--- src/rtl/acc_cell_if.sv ---
// acc_cell_if: product stream in, ready/valid result out, plus window control.
interface acc_cell_if #(
    parameter int WORD_WDT = 16,
    parameter int LEN_WDT  = 8
);
    logic                clk_en;
    logic                acc_clr;
    logic [LEN_WDT-1:0]  acc_len;
    logic [WORD_WDT-1:0] acc_op;
    logic                acc_op_val;
    logic [WORD_WDT-1:0] acc_res;
    logic                acc_res_val;
    logic                acc_res_rdy;
    logic                acc_ovf_err;

    modport slave (
        input  clk_en, acc_clr, acc_len, acc_op, acc_op_val, acc_res_rdy,
        output acc_res, acc_res_val, acc_ovf_err
    );

    modport master (
        output clk_en, acc_clr, acc_len, acc_op, acc_op_val, acc_res_rdy,
        input  acc_res, acc_res_val, acc_ovf_err
    );
endinterface

--- src/rtl/acc_cell.sv ---
// acc_cell: sums acc_len consecutive valid products (saturating or wrapping) into one held result.
module acc_cell #(
    parameter int ACC_WORD_WDT = 16,
    parameter int ACC_FRAC_WDT = 8,
    parameter int ACC_SATUR    = 1,
    parameter int ACC_LEN_WDT  = 8
) (
    input  logic      clk,
    input  logic      rst,
    acc_cell_if.slave bus
);
    localparam int W = ACC_WORD_WDT;
    localparam logic [W-1:0] MAX_V = {1'b0, {(W-1){1'b1}}};
    localparam logic [W-1:0] MIN_V = {1'b1, {(W-1){1'b0}}};

    typedef enum logic {IDLE, ACC} state_t;

    state_t                 state_q;
    logic [ACC_LEN_WDT-1:0] cnt_q, len_q, len_d;
    logic [W-1:0]           acc_q, res_q, sum_d;
    logic [W:0]             sum_ext;
    logic                   res_val_q, ovf_q;
    logic                   last, done, pop;

    always_comb begin
        assert (ACC_FRAC_WDT < ACC_WORD_WDT);
        sum_ext = {acc_q[W-1], acc_q} + {bus.acc_op[W-1], bus.acc_op};
        sum_d   = (ACC_SATUR != 0 && sum_ext[W] != sum_ext[W-1]) ? (sum_ext[W] ? MIN_V : MAX_V)
                                                                 : sum_ext[W-1:0];
        len_d   = (state_q != IDLE) ? len_q
                : (bus.acc_len == '0) ? ACC_LEN_WDT'(1) : bus.acc_len;
        last    = cnt_q == len_d - ACC_LEN_WDT'(1);
        done    = bus.acc_op_val && last;
        pop     = res_val_q && bus.acc_res_rdy;
    end

    // A completing window overrides the pop; a full, unread register drops it.
    always_ff @(posedge clk or posedge rst) begin
        if (rst) begin
            state_q   <= IDLE;
            cnt_q     <= '0;
            len_q     <= ACC_LEN_WDT'(1);
            acc_q     <= '0;
            res_q     <= '0;
            res_val_q <= 1'b0;
            ovf_q     <= 1'b0;
        end else if (bus.clk_en) begin
            if (bus.acc_clr) begin
                state_q   <= IDLE;
                cnt_q     <= '0;
                acc_q     <= '0;
                res_val_q <= 1'b0;
                ovf_q     <= 1'b0;
            end else begin
                if (bus.acc_op_val) begin
                    len_q   <= len_d;
                    state_q <= last ? IDLE : ACC;
                    cnt_q   <= last ? '0 : cnt_q + ACC_LEN_WDT'(1);
                    acc_q   <= last ? '0 : sum_d;
                end
                if (done && res_val_q && !bus.acc_res_rdy) begin
                    ovf_q <= 1'b1;
                end else if (done) begin
                    res_q     <= sum_d;
                    res_val_q <= 1'b1;
                end else if (pop) begin
                    res_val_q <= 1'b0;
                end
            end
        end
    end

    assign bus.acc_res     = res_q;
    assign bus.acc_res_val = res_val_q;
    assign bus.acc_ovf_err = ovf_q;
endmodule

--- src/flat_wrapper.sv ---
// flat-port wrapper written by rule: the top's interface ports become plain ports
module acc_cell_flat 
#(
    parameter int ACC_WORD_WDT = 16,
    parameter int ACC_FRAC_WDT = 8,
    parameter int ACC_SATUR    = 1,
    parameter int ACC_LEN_WDT  = 8
)
  (clk, rst, bus_clk_en, bus_acc_clr, bus_acc_len, bus_acc_op, bus_acc_op_val, bus_acc_res_rdy, bus_acc_res, bus_acc_res_val, bus_acc_ovf_err);
  acc_cell_if #(.WORD_WDT(16), .LEN_WDT(8)) bus_i ();
  input  logic clk;
  input  logic rst;
  input wire logic [$bits(bus_i.clk_en)-1:0] bus_clk_en;
  input wire logic [$bits(bus_i.acc_clr)-1:0] bus_acc_clr;
  input wire logic [$bits(bus_i.acc_len)-1:0] bus_acc_len;
  input wire logic [$bits(bus_i.acc_op)-1:0] bus_acc_op;
  input wire logic [$bits(bus_i.acc_op_val)-1:0] bus_acc_op_val;
  input wire logic [$bits(bus_i.acc_res_rdy)-1:0] bus_acc_res_rdy;
  output wire logic [$bits(bus_i.acc_res)-1:0] bus_acc_res;
  output wire logic [$bits(bus_i.acc_res_val)-1:0] bus_acc_res_val;
  output wire logic [$bits(bus_i.acc_ovf_err)-1:0] bus_acc_ovf_err;
  assign bus_i.clk_en = bus_clk_en;
  assign bus_i.acc_clr = bus_acc_clr;
  assign bus_i.acc_len = bus_acc_len;
  assign bus_i.acc_op = bus_acc_op;
  assign bus_i.acc_op_val = bus_acc_op_val;
  assign bus_i.acc_res_rdy = bus_acc_res_rdy;
  assign bus_acc_res = bus_i.acc_res;
  assign bus_acc_res_val = bus_i.acc_res_val;
  assign bus_acc_ovf_err = bus_i.acc_ovf_err;
  acc_cell #(.ACC_WORD_WDT(ACC_WORD_WDT), .ACC_FRAC_WDT(ACC_FRAC_WDT), .ACC_SATUR(ACC_SATUR), .ACC_LEN_WDT(ACC_LEN_WDT)) u_core (.clk(clk), .rst(rst), .bus(bus_i));
endmodule
--- config.mk ---
export PLATFORM = sky130hd
export DESIGN_NAME = acc_cell_flat
export DESIGN_NICKNAME = d
export VERILOG_FILES = /design/src/rtl/acc_cell_if.sv /design/src/rtl/acc_cell.sv /design/src/flat_wrapper.sv
export SDC_FILE = /design/constraint.sdc
export NUM_CORES = 1
export LEC_CHECK = 0
export CAP_MARGIN = 20
export CORE_ASPECT_RATIO = 1.25
export CORE_MARGIN = 4
export CORE_UTILIZATION = 50
export CTS_CLUSTER_DIAMETER = 80
export DETAILED_ROUTE_END_ITERATION = 7
export HOLD_SLACK_MARGIN = 0.05
export PLACE_DENSITY = 0.74
export SETUP_SLACK_MARGIN = 0.15
export SLEW_MARGIN = 15
export SYNTH_ARGS = -nofsm -noshare
export SYNTH_HDL_FRONTEND = slang
export SYNTH_SLANG_ARGS = --single-unit
--- constraint.sdc ---
create_clock -name clk -period 4.7 [get_ports clk]
set_input_delay 0.94 -clock clk [delete_from_list [all_inputs] [get_ports clk]]
set_output_delay 0.94 -clock clk [all_outputs]
set_load 0.01 [all_outputs]
# --- Yosys cells after proc, flatten, opt, wreduce, memory -nomap -nowiden ---
# Cells that the tools add are included.
totals:
  romBits: 0
  out_inout_bits: 18
  n_memories: 0
  wordCells: 48
  latchBits: 0
  mem_bits_rw: 0
  regBits: 51
  inputBits: 30
classes:
  bitwise_logic: 2
  multipliers: 0
  n_eq_ne: 3
  add_sub_neg: 3
  shifts: 0
  magnitude_cmp: 0
  mux: 19
  reduce_logical: 14
  div: 0
ops:
  columns: ["cell", "n"]
  rows:
  - ["16-bit 2-to-1 mux", 5]
  - ["8-bit 2-to-1 mux", 5]
  - ["16-bit by 16-bit adder with 17-bit output", 1]
  - ["1-bit 2-to-1 mux", 9]
  - ["8-bit by 1-bit adder with 8-bit output (second input constant)", 1]
  - ["8-bit equality test", 1]
  - ["8-bit zero test", 1]
  - ["8-bit by 1-bit subtractor with 8-bit output (second input constant)", 1]
  - ["3-bit AND reduction", 2]
  - ["1-bit logical AND", 4]
  - ["2-bit AND reduction", 2]
  - ["4-bit AND reduction", 1]
  - ["2-bit nonzero test", 2]
  - ["3-bit nonzero test", 1]
  - ["2-bit != test (second input constant)", 1]
  - ["1-bit inverter", 2]
  - ["1-bit zero test", 1]
  - ["1-bit != test", 1]

# --- Logic depth before layout (Yosys ltp) ---
depth:
  depth_word: 10
  mapped_depth: 15
  depth_no_buf: 13

# --- Worst setup path after synthesis ---
# No wires, ideal clock.
synth_path:
  kind: "input-to-reg"
  startpoint: "in bus_acc_op[1]"
  endpoint: "reg u_core.res_q[5] (netlist: u_core.bus.acc_res[5])"
  setup_slack_ps: 597
  t_required_ps: 4575
  n_path_buf: 2
  setup_ps: 125
  t_arrival_ps: 3979
  cell_stages: 15
  path_cell_list: "ha_1 > a211oi_1 > o21a_1 > nor3_1 > o31ai_1 > a31oi_1 > or2_2 > xor2_1 > ha_1 > clkbuf_1 > inv_1 > a21oi_1 > clkbuf_1 > nor2_1 > mux2_2"
synth_via:
  elab_chain_len: 3
  word_cells_on_any_way: 4
  classes_between: "add/sub (1); eq/ne (1); mux (2)"
synth_lines:
  columns: ["element", "line", "source"]
  rows:
  - ["from (decl)", "flat_wrapper.sv:16", "input wire logic [$bits(bus_i.acc_op)-1:0] bus_acc_op;"]
  - ["16-bit by 16-bit adder with 17-bit output *", "acc_cell.sv:27", "sum_ext = {acc_q[W-1], acc_q} + {bus.acc_op[W-1], bus.acc_op};"]
  - ["16-bit 2-to-1 mux / 1-bit != test (equally long branches)", "acc_cell.sv:28", "sum_d = (ACC_SATUR != 0 && sum_ext[W] != sum_ext[W-1]) ? (sum_ext[W] ? MIN_V : MAX_V)"]
  - ["16-bit 2-to-1 mux *", "acc_cell.sv:28", null]
  - ["to (signal assigned)", "acc_cell.sv:64", "res_q <= sum_d;"]
  - ["to (decl)", "acc_cell.sv:20", "logic [W-1:0] acc_q, res_q, sum_d;"]
# Every way passes the cells marked *; elsewhere a longest branch is shown, timed or not.
# A chain may end at the register's enable or synchronous reset.

# --- Worst setup path after layout ---
layout_path:
  startpoint: "in bus_acc_op[1]"
  endpoint: "reg u_core.res_q[1] (netlist: u_core.bus.acc_res[1])"
# The elaborated chain is that of the path after synthesis.

==> impl_metrics.tcl <==
set metrics [dict create \
    multi_input_area_um2 2000 \
    busiest_layer "met2" \
    critPathLaunchType "input port" \
    finalSetupViolCount 0 \
    seq_area_um2 1280 \
    hold_viol 0 \
    min_period_ps 4240 \
    tightestPinTransition_ps 761 \
    hp-class "reg -> reg" \
    wl_per_cell_um 15.9 \
    cts_resized 0 \
    insertedDiodeCount 0 \
    nFillCells 583 \
    core_area_um2 6570 \
    cts.path.max_buffers 2 \
    synth_top_flop_cell "dfrtp_1" \
    status "completed" \
    async_flop_share_pct 100 \
    drv_slew 0 \
    antenna_found_initial 0 \
    met1_usage_pct 26.9 \
    die-area_um2 8190 \
    layout-drive-gt1-share_pct 10.9 \
    grt_max_degree 43 \
    maxSlewHeadroom_pct 49.3 \
    critPathMaxFanout 15 \
    dr.pass1.iters 4 \
    grt_usage_pct 21.1 \
    drv_cap 0 \
    rows 33 \
    use_met3_pct 2.87 \
    area_growth_pct 19.7 \
    ctsHoldBuffers 0 \
    ys_warn_count 0 \
    finClkSkew_ps 11.0 \
    grt_pass1_vias 2955 \
    cts_made_buffers 5 \
    die_y_um 100 \
    root_buffer "clkbuf_8" \
    synth_fp_nets 403 \
    clock-sinks 51 \
    syn_area_per_cell_um2 9.65 \
    ff2ff_path_depth 12 \
    htreeDepth 2 \
    grt_pass1_wl_um 13700 \
    clk_latency_ps 300 \
    timing.setup.tns_ps 0 \
    port_buffers 47 \
    dp.final_hpwl_um 5940 \
    viasPerCell 5.82 \
    synth_top_area_share_pct 36.8 \
    crit_arrival_ps 4430 \
    grtUsageMet2_pct 37.2 \
    first_iter_violations 125 \
    clk_pin_slew_ps 80 \
    seq_area_frac_synth_pct 37.6 \
    syn_inst 352 \
    drt-total-wl_um 7810 \
    power_density_nw_per_um2 556 \
    synth_cell_types 53 \
    end_kind "register" \
    vias 2860 \
    overflow 0 \
    floorplan.initialDensity_pct 51.7 \
    power_leakage_uw 0.00178 \
    hold_depth 1 \
    required_ps 4880 \
    synth-edff-count 0 \
    ys_ff_latch 51 \
    min_period_over_period_pct 90.3 \
    route.detailed.drc 0 \
    irDropWorstVdd_mv 0.406 \
    synthesis.area_um2 3400 \
    post_cts_buffers 0 \
    design_area_um2 4070 \
    clock.fmax_mhz 236 \
    synth_area_leaders "dfrtp_1 37%, ha_1 7.4%, mux2_2 5.0%, xnor2_1 3.6%, nand2_1 3.3%" \
    worstSetupPathType "in -> reg" \
    place_area_um2 3970 \
    cts_tree "done" \
    die_x_um 81.7 \
    yosysTopAreaCell "dfrtp_1" \
    postRouteAntennaNets 0 \
    ios 48 \
    finalNetCount 454 \
    place_congestion 0.877 \
    grt_setup_unrepaired "no" \
]
[layer usage]
| layer | vias up | share of wire [%] |
|---|---|---|
| li1 | 1391 | - |
| met1 | 1381 | 43 |
| met2 | 79 | 51 |
| met3 | 9 | 4.8 |
| met4 | 0 | 1.3 |
| met5 | - | 0 |
[logic make-up after synthesis]
logic type,Yosys count,share of synthesized area [%]
and+or+nand+nor,107,15.9
buffers and inverters,23,3.50
muxes,26,8.21
DFF,51,37.6
AOI/OAI and AO/OA,99,20.3
xor gates and xnor gates,25,6.45
adders and majority gates,21,7.96
[state kept, by name (all words and copies together), names as in the netlist]
name,flops
u_core.bus.acc_ovf_err,1
u_core.bus.acc_res,16
u_core.len_q,8
u_core.bus.acc_res_val,1
u_core.state_q,1
u_core.acc_q,16
u_core.cnt_q,8
[path summary, 6_finish.rpt]
| path | start | end | slack (ps) |
|---|---|---|---|
| worst max-delay path | bus_acc_op[1] | u_core.bus.acc_res[1] | 460 |
| worst min-delay path | u_core.bus.acc_res[10] | u_core.bus.acc_res[10] | 490 |
| worst max register to register | u_core.acc_q[1] | u_core.bus.acc_res[1] | 1190 |
| worst min register to register | u_core.bus.acc_res[10] | u_core.bus.acc_res[10] | 490 |
| max in group asynchronous | rst | u_core.bus.acc_res[10] | 3030 |
| min in group asynchronous | rst | u_core.cnt_q[4] | 860 |
[cell usage after synthesis, types with 6 or more instances]
library cell,number
dfrtp_1,50
nand2_1,30
nor2_1,27
ha_1,20
a21oi_1,16
mux2_2,15
o21ai_0,15
o31ai_1,14
xnor2_1,14
mux2i_1,11
xor2_1,11
nor3_1,10
inv_1,9
o21a_1,8
clkbuf_1,7
o2bb2ai_1,7
a21o_1,6
nand2b_1,6
[cells in the final DEF (no fill, tap or decap), drive strengths merged, types with 5 or more instances in the layout]
| master | netlist | final |
|---|---|---|
| clkbuf | 7 | 7 |
| buf | 7 | 11 |
| a31oi | 5 | 5 |
| nor2 | 27 | 27 |
| o21a | 8 | 8 |
| o21ai | 20 | 20 |
| a21o | 6 | 6 |
| ha | 20 | 20 |
| nand2b | 6 | 6 |
| xnor2 | 14 | 14 |
| xor2 | 11 | 11 |
| inv | 9 | 9 |
| nand3 | 6 | 6 |
| a21oi | 16 | 16 |
| mux2 | 15 | 15 |
| dfrtp | 50 | 50 |
| or2 | 5 | 5 |
| mux2i | 11 | 11 |
| nor3 | 10 | 10 |
| o2bb2ai | 7 | 7 |
| clkdlybuf4s50 | 0 | 47 |
| nand2 | 30 | 30 |
| o31ai | 14 | 14 |
[worst max-delay path, cell delays in order]
cell             delay (ps)
clkdlybuf4s50_1         470
ha_1                    340
a211oi_1                310
o21a_1                  240
nor3_1                   80
o31ai_1                 340
a31oi_1                 130
or2_2                   320
xor2_1                  150
ha_1                    290
buf_4                   210
mux2_2                  350
mux2_2                  260
[layout make-up]
| cell class | count | area share [%] |
|---|---|---|
| clock inverter | 1 | 0.123 |
| multi-input combinational | 278 | 49.2 |
| sequential | 51 | 31.4 |
| inverter | 9 | 0.831 |
| tap | 87 | 2.68 |
| clock buffer | 7 | 2.12 |
| timing repair buffer | 58 | 13.6 |
[through the flow]
stage                     utilization, %  instances  power, uW  hold WS [ps]  setup WS, ps
after global routing                61.9        491       2470           502           185
after floorplan                        -        352       1590           453           597
after CTS                           61.8        490       2280           498           420
after global placement              60.4        482       1990           468           223
final                               61.9        491       2260           494           455
after detailed placement            60.4        482       2010           477           105
[report_power, final]
group          leakage [uW]  switching [uW]  internal (uW)
Sequential         0.000666            73.5            537
Combinational       0.00107             789            599
Clock             0.0000482             143            119
Total               0.00178            1000           1250
(Power assumes the default switching activity.)
